==> src/rtl/iq_age_select_if.sv <==
// Issue-queue selector bundle: allocation/ready inputs, issue slot and free-entry outputs.
interface iq_age_select_if #(
   parameter int IQ_DEPTH = 4,
   parameter int IDX_W    = $clog2(IQ_DEPTH)
);
   logic [IQ_DEPTH-1:0] alloc_i;
   logic [IQ_DEPTH-1:0] entry_ready_i;
   logic                issue_ready_i;
   logic [IQ_DEPTH-1:0] select_o;
   logic                issue_valid_o;
   logic [IDX_W-1:0]    issue_idx_o;
   logic                free_valid_o;
   logic [IDX_W-1:0]    free_idx_o;
   logic                full_o;

   modport master (
      output alloc_i, entry_ready_i, issue_ready_i,
      input  select_o, issue_valid_o, issue_idx_o, free_valid_o, free_idx_o, full_o
   );

   modport slave (
      input  alloc_i, entry_ready_i, issue_ready_i,
      output select_o, issue_valid_o, issue_idx_o, free_valid_o, free_idx_o, full_o
   );
endinterface

==> src/rtl/iq_age_select.sv <==
// Issue-queue selector: occupancy tracking, oldest-ready pick into a one-deep issue slot.
// IQ_AGE_SELECT_EN defined: age-matrix oldest-first pick; undefined: lowest-index pick.
module iq_age_select #(
   parameter int IQ_DEPTH = 4,
   parameter int IDX_W    = $clog2(IQ_DEPTH)
) (
   input  logic           clk,
   input  logic           rst_n,
   input  logic           flush,
   iq_age_select_if.slave bus
);

   logic [IQ_DEPTH-1:0] occ_r;
   logic [IQ_DEPTH-1:0] cand_s;
   logic [IQ_DEPTH-1:0] oldest_s;
   logic [IQ_DEPTH-1:0] select_s;
   logic [IQ_DEPTH-1:0] alloc_eff_s;
   logic                accept_s;
   logic                issue_valid_r;
   logic [IDX_W-1:0]    issue_idx_r;
   logic [IDX_W-1:0]    sel_idx_s;
   logic [IDX_W-1:0]    free_idx_s;

   function automatic logic [IDX_W-1:0] onehot_to_idx(input logic [IQ_DEPTH-1:0] vec);
      logic [IDX_W-1:0] idx;
      idx = {IDX_W{1'b0}};
      for (int k = 0; k < IQ_DEPTH; k++) begin
         idx = idx | (vec[k] ? IDX_W'(k) : {IDX_W{1'b0}});
      end
      return idx;
   endfunction

   // Candidate set, slot acceptance and effective (unoccupied-target) allocations
   always_comb begin
      cand_s      = occ_r & bus.entry_ready_i;
      accept_s    = ~issue_valid_r | bus.issue_ready_i;
      alloc_eff_s = bus.alloc_i & ~occ_r;
   end

`ifdef IQ_AGE_SELECT_EN
   logic [IQ_DEPTH-1:0] older_r [IQ_DEPTH];

   // A candidate wins when no other candidate is older than it
   always_comb begin
      logic blocked;
      oldest_s = {IQ_DEPTH{1'b0}};
      for (int i = 0; i < IQ_DEPTH; i++) begin
         blocked = 1'b0;
         for (int j = 0; j < IQ_DEPTH; j++) begin
            blocked = blocked | (cand_s[j] & older_r[j][i]);
         end
         oldest_s[i] = cand_s[i] & ~blocked;
      end
   end

   // New entry is youngest: its row clears, surviving occupants become older than it
   always_ff @(posedge clk or negedge rst_n) begin
      if (!rst_n) begin
         for (int i = 0; i < IQ_DEPTH; i++) older_r[i] <= {IQ_DEPTH{1'b0}};
      end else if (flush) begin
         for (int i = 0; i < IQ_DEPTH; i++) older_r[i] <= {IQ_DEPTH{1'b0}};
      end else begin
         for (int k = 0; k < IQ_DEPTH; k++) begin
            if (alloc_eff_s[k]) begin
               older_r[k] <= {IQ_DEPTH{1'b0}};
               for (int j = 0; j < IQ_DEPTH; j++) begin
                  if (occ_r[j] & ~select_s[j]) older_r[j][k] <= 1'b1;
               end
            end
         end
      end
   end
`else
   // Lowest set bit of the candidate vector
   always_comb begin
      oldest_s = cand_s & (~cand_s + {{(IQ_DEPTH-1){1'b0}}, 1'b1});
   end
`endif

   // Select is suppressed while the slot is stalled, when nothing is ready, or on flush
   always_comb begin
      select_s = {IQ_DEPTH{1'b0}};
      if (accept_s && !flush && (|cand_s)) begin
         select_s = oldest_s;
      end else begin
         select_s = {IQ_DEPTH{1'b0}};
      end
      sel_idx_s = onehot_to_idx(select_s);
   end

   // Lowest unoccupied entry; scanning downward leaves the smallest index last
   always_comb begin
      free_idx_s = {IDX_W{1'b0}};
      for (int k = IQ_DEPTH - 1; k >= 0; k--) begin
         free_idx_s = occ_r[k] ? free_idx_s : IDX_W'(k);
      end
   end

   // Occupancy and the registered issue slot
   always_ff @(posedge clk or negedge rst_n) begin
      if (!rst_n) begin
         occ_r         <= {IQ_DEPTH{1'b0}};
         issue_valid_r <= 1'b0;
         issue_idx_r   <= {IDX_W{1'b0}};
      end else if (flush) begin
         occ_r         <= {IQ_DEPTH{1'b0}};
         issue_valid_r <= 1'b0;
      end else begin
         occ_r <= (occ_r & ~select_s) | alloc_eff_s;
         if (|select_s) begin
            issue_valid_r <= 1'b1;
            issue_idx_r   <= sel_idx_s;
         end else if (bus.issue_ready_i) begin
            issue_valid_r <= 1'b0;
         end
      end
   end

   assign bus.select_o      = select_s;
   assign bus.issue_valid_o = issue_valid_r;
   assign bus.issue_idx_o   = issue_idx_r;
   assign bus.free_valid_o  = |(~occ_r);
   assign bus.full_o        = &occ_r;
   assign bus.free_idx_o    = free_idx_s;

endmodule
==> src/flat_wrapper.sv <==
// flat-port wrapper written by rule: the top's interface ports become plain ports
module iq_age_select_flat 
#(
   parameter int IQ_DEPTH = 4,
   parameter int IDX_W    = $clog2(IQ_DEPTH)
)
  (clk, rst_n, flush, bus_alloc_i, bus_entry_ready_i, bus_issue_ready_i, bus_select_o, bus_issue_valid_o, bus_issue_idx_o, bus_free_valid_o, bus_free_idx_o, bus_full_o);
  iq_age_select_if #(.IQ_DEPTH(IQ_DEPTH), .IDX_W(IDX_W)) bus_i ();
  input  logic clk;
  input  logic rst_n;
  input  logic flush;
  input wire logic [$bits(bus_i.alloc_i)-1:0] bus_alloc_i;
  input wire logic [$bits(bus_i.entry_ready_i)-1:0] bus_entry_ready_i;
  input wire logic [$bits(bus_i.issue_ready_i)-1:0] bus_issue_ready_i;
  output wire logic [$bits(bus_i.select_o)-1:0] bus_select_o;
  output wire logic [$bits(bus_i.issue_valid_o)-1:0] bus_issue_valid_o;
  output wire logic [$bits(bus_i.issue_idx_o)-1:0] bus_issue_idx_o;
  output wire logic [$bits(bus_i.free_valid_o)-1:0] bus_free_valid_o;
  output wire logic [$bits(bus_i.free_idx_o)-1:0] bus_free_idx_o;
  output wire logic [$bits(bus_i.full_o)-1:0] bus_full_o;
  assign bus_i.alloc_i = bus_alloc_i;
  assign bus_i.entry_ready_i = bus_entry_ready_i;
  assign bus_i.issue_ready_i = bus_issue_ready_i;
  assign bus_select_o = bus_i.select_o;
  assign bus_issue_valid_o = bus_i.issue_valid_o;
  assign bus_issue_idx_o = bus_i.issue_idx_o;
  assign bus_free_valid_o = bus_i.free_valid_o;
  assign bus_free_idx_o = bus_i.free_idx_o;
  assign bus_full_o = bus_i.full_o;
  iq_age_select #(.IQ_DEPTH(IQ_DEPTH), .IDX_W(IDX_W)) u_core (.clk(clk), .rst_n(rst_n), .flush(flush), .bus(bus_i));
endmodule
==> config.mk <==
export PLATFORM = sky130hd
export DESIGN_NAME = iq_age_select_flat
export DESIGN_NICKNAME = d
export VERILOG_FILES = /design/src/rtl/iq_age_select_if.sv /design/src/rtl/iq_age_select.sv /design/src/flat_wrapper.sv
export SDC_FILE = /design/constraint.sdc
export NUM_CORES = 1
export LEC_CHECK = 0
export CAP_MARGIN = 20
export CORE_AREA = 2 2 39 41
export CTS_BUF_LIST = sky130_fd_sc_hd__clkbuf_4
export CTS_CLUSTER_SIZE = 12
export DETAILED_ROUTE_END_ITERATION = 7
export DIE_AREA = 0 0 41 43
export GPL_TIMING_DRIVEN = 0
export HOLD_SLACK_MARGIN = 0.05
export PLACE_DENSITY = 0.63
export SYNTH_ARGS = -nofsm -noshare
export SYNTH_HDL_FRONTEND = slang
export SYNTH_SLANG_ARGS = --single-unit
==> constraint.sdc <==
create_clock -name clk -period 1.8 [get_ports clk]
set_clock_uncertainty 0.15 [all_clocks]
set_input_delay 0.18 -clock clk [delete_from_list [all_inputs] [get_ports clk]]
set_output_delay 0.18 -clock clk [all_outputs]
set_load 0.02 [all_outputs]
[Yosys cells after proc, flatten, opt, wreduce, memory -nomap -nowiden]
Cells that the tools add are included.
Storage, ports and cells
  register bits after elaboration: 7
  bits of input ports: 12
  output and inout bits: 11
  logic and storage cells: 38
Cells by class
  $add $sub $neg: 1
  multiplexer cells: 12
  bitwise logic cells: 13
  reductions and logical operators: 9
Operator list (count)
  $and A4 B4 Y4: 4
  $mux W2: 6
  $not A4 Y4: 3
  $reduce_or A4 Y1: 3
  $mux W4: 2
  $add A4 B1 Y4 const B: 1
  $mux W1: 4
  $or A2 B2 Y2: 2
  $or A4 B4 Y4: 1
  $reduce_and A4 Y1: 1
  $reduce_bool A3 Y1: 1
  $logic_and A1 B1 Y1: 2
  $not A1 Y1: 2
  $reduce_and A2 Y1: 1
  $logic_not A1 Y1: 1
  $or A1 B1 Y1: 1

[Longest topological paths before layout]
  depth after elaboration: 9
  depth in mapped cells: 4
  depth with buffers taken out: 3

[Worst setup path before layout]
Ideal clock, no wire load.
  path type: flip-flop to output port
  from: register u_core.issue_valid_r (netlist: u_core.bus.issue_valid_o)
  to: output bus_select_o[3]
  arrival: 1458 ps
  required time: 1470 ps
  slack: 12 ps
  cell stages (with the launch flop): 4
  path buffers: 1
  cells stage by stage: dfrtp_1 nor2b_1 buf_2 nor4_1
On the way
  cells in the longest elaborated chain, start to end: 5
Ends and longest elaborated chain
  start, declared: RTL line iq_age_select.sv:19  | logic issue_valid_r;
  start signal, assigned: RTL line iq_age_select.sv:103  | issue_valid_r <= 1'b0;
  start signal, assigned: RTL line iq_age_select.sv:107  | issue_valid_r <= 1'b0;
  start signal, assigned: RTL line iq_age_select.sv:111  | issue_valid_r <= 1'b1;
  $not A1 Y1: RTL line iq_age_select.sv:36  | accept_s = ~issue_valid_r | bus.issue_ready_i;
  $or A1 B1 Y1: RTL line iq_age_select.sv:36
  $logic_and A1 B1 Y1 (2 in series): RTL line iq_age_select.sv:83  | if (accept_s && !flush && (|cand_s)) begin
  $mux W4: RTL line iq_age_select.sv:83
  end, declared: RTL line flat_wrapper.sv:15  | output wire logic [$bits(bus_i.select_o)-1:0] bus_select_o;
Every way passes these cells.

[Final worst setup path]
  from: register u_core.occ_r[0]
  to: output bus_select_o[3]
On the way
  cells in the longest elaborated chain, start to end: 5
  elaborated cells on any way between the ends: 7
  classes of those cells: 1 x add/sub; 1 x mux; 3 x bitwise; 2 x reduce/logical
Ends and longest elaborated chain
  start, declared: RTL line iq_age_select.sv:13  | logic [IQ_DEPTH-1:0] occ_r;
  start signal, assigned: RTL line iq_age_select.sv:102  | occ_r <= {IQ_DEPTH{1'b0}};
  start signal, assigned: RTL line iq_age_select.sv:106  | occ_r <= {IQ_DEPTH{1'b0}};
  start signal, assigned: RTL line iq_age_select.sv:109  | occ_r <= (occ_r & ~select_s) | alloc_eff_s;
  $and A4 B4 Y4 (*): RTL line iq_age_select.sv:35  | cand_s = occ_r & bus.entry_ready_i;
  $not A4 Y4: RTL line iq_age_select.sv:76  | oldest_s = cand_s & (~cand_s + {{(IQ_DEPTH-1){1'b0}}, 1'b1});
  $add A4 B1 Y4: RTL line iq_age_select.sv:76
  $and A4 B4 Y4: RTL line iq_age_select.sv:76
  $mux W4 (*): RTL line iq_age_select.sv:83
Every way passes the cells marked *; elsewhere a longest branch is shown, timed or not.

==> run metrics <==
status=complete, no violations; Synth Cell Area=407 µm²; Post-synth EDFFs=0; IO Pins=23; total clock sinks=7; MaxCap Viol Count=0; fraction of layout cells with a size suffix above 1=32.9%; Final Power=0.532 mW; ANT cells=0; CP top delay family=flip-flops; critical path fanouts, max=6; total CTS buffers=3; Clock Pin Slew Worst Setup and Hold Paths=0.06 ns; VDD IR max=0.000367 V; post-synthesis average cell area=9.46 µm²; Final nets=83; final hold viol count=0; flop-to-flop setup slack=0.40 ns; die area=0.00176 mm²; final slew viol count=0; Initial DRT Pass Iterations=4; CTS max path bufs=2; post-synth net total=55; Max-Slew Margin vs Limit=75.4%; final period utilization=95.6%; worst-margin pin slew=0.367 ns; Synth cell types=24; P per Cell Area=734 mW/mm²; fill count=144; leak pwr=0.319 nW; share of the synthesized area in the top cell type=43.1%; Synth Instances=43; CP max stage delay=0.44 ns; global-route wire length before repair=1860 µm; Async SR Flop Fraction=100%; Worst setup EP type=output pin; core area=0.00138 mm²; cells along the critical path=a22o_4, nor4_2, buf_2; Die H=43 µm; #FFs+latches synth=7; crit start category=flip-flop; Initial Util=29.4%; die width=41 µm; GPL Wtd Cong=0.807; port bufs=22; post-route ant nets=0; GRT overflow=0; Yosys warning count=0; Slowest-stage cell, CP=dfrtp_2; FF-to-FF Start=u_core.bus.issue_valid_o$_DFFE_PN0P_; kind of critical path=flip-flop to output pin; Routed WL=1240 µm; vias per cell=5.15; highest clock rate=581 MHz; pin count of the biggest net entering global routing=11; largest cells by area after synthesis=dfrtp_1 43%, nor2_1 6.5%, nor3_1 6.2%, nor4b_2 3.7%, a22oi_2 3.1%; final setup fails=0; sequential element share of the synthesized area=43.1%; Synth-to-Final Area Change=78.2%; Buf/Inv on CP=1; R2R depth=5; CTS HTree Levels=1; antenna violations before repair=0; Hold WS=0.0551 ns; setup TNS=0 ns; vias in the first global route=423; DR iter-0 viols=4; r2r endpoint=u_core.occ_r[2]$_DFF_PN0_; dominant cell type by area after synthesis=dfrtp_1; # rows=14; Synth Flop Type=dfrtp_1; Critical Path AT=1.39 ns; clock latency on the worst-skew pair=0.25 ns; Total GRT Usage=16.4%; Root Driver=clkbuf_4; DP Wirelength=808 µm; WP data required=1.47 ns; CTS tree=done; DR DRC count=0; WL/cell=14.4 µm; Via Count=443; Period minus WS final=1.72 ns; min-delay worst type=input pin to async pin
stage by stage:
| step | cell area [µm²] | worst slack [ns] | util [%] | std cells |
|---|---|---|---|---|
| global placement | 647 | -0.408 | 46.7 | 81 |
| global route | 724 | -0.0103 | 52.4 | 86 |
| finish | 724 | 0.0786 | 52.4 | 86 |
| CTS | 671 | 0.00122 | 48.5 | 85 |
| detailed placement | 647 | -0.402 | 46.7 | 81 |
| floorplan | 407 | 0.0118 | - | 43 |
final cells by class:
type                            instances  area [µm²]  share of cell area [%]
Buffer                                  2        15.0                    2.07
Clock buffer                            4        30.0                    4.15
Multi-Input combinational cell         33         262                    36.1
Inverter                                1        3.75                   0.518
Timing Repair Buffer                   23         214                    29.5
Sequential cell                         7         180                    24.9
Tap cell                               16        20.0                    2.76
Yosys cell counts (all sizes together), types with 2 or more instances:
library cell and n:
dfrtp 7, nor2 7, nor3 5, nand2 4, a32o 2, buf 2, nor4 2
cells in the final DEF, fill, tap and decap left out, types with 2 or more instances in the layout:
cell type         n
nor2_1            7
nand2_1           3
buf_2             2
dlymetal6s2s_1    2
buf_4             4
clkbuf_4          5
dfrtp_2           4
clkdlybuf4s50_1  13
dfrtp_1           3
dlygate4sd2_1     3
nor3_1            4
registers in the layout, summed over array words and instances (netlist names):
signal                    count
u_core.bus.issue_idx_o        2
u_core.bus.issue_valid_o      1
u_core.occ_r                  4
metal layers:
layer | GRT usage [%] | share of wire [%] | routed length [µm]
met1 | 23.1 | 44 | 542
met2 | 19.4 | 50 | 619
met3 | 4.71 | 4.8 | 60
met4 | 14.0 | 1.4 | 17
met5 | 0 | 0 | 0
repair_timing:
action                                  4_1_cts  5_1_grt
pin swaps                                     1        1
endpoints found under the hold margin         0        0
hold buffers                                  0        0
buffers inserted                              0        1
gates resized for setup                      27       14
endpoints found under the setup margin        7        5
power by group:
group          switching, mW  internal (mW)
Clock                 0.0636          0.100
Combinational         0.0814         0.0878
Sequential            0.0198          0.179
Total                  0.165          0.367
logic make-up (layout without fill, tap and decap cells):
group	count (synthesis)	count (layout)	share of synthesized area (%)
compound gates	9	9	20.6
buf+inv	3	30	3.38
flops	7	7	43.1
simple gates	24	24	32.9
worst max-delay path by stage:
| stage | cells past startpoint | from | end |
|---|---|---|---|
| 4_1_cts | 4 | u_core.bus.issue_valid_o$_DFFE_PN0P_ | bus_select_o[1] |
| 3_5_place_dp | 4 | bus_entry_ready_i[0] | bus_select_o[2] |
| 6_report | 3 | u_core.occ_r[0]$_DFF_PN0_ | bus_select_o[3] |
| 5_1_grt | 3 | u_core.occ_r[3]$_DFF_PN0_ | bus_free_idx_o[0] |
| 2_1_floorplan | 3 | u_core.bus.issue_valid_o$_DFFE_PN0P_ | bus_select_o[3] |
| 3_3_place_gp | 4 | bus_entry_ready_i[0] | bus_select_o[2] |
No activity file was read; power rests on OpenSTA's default activity.
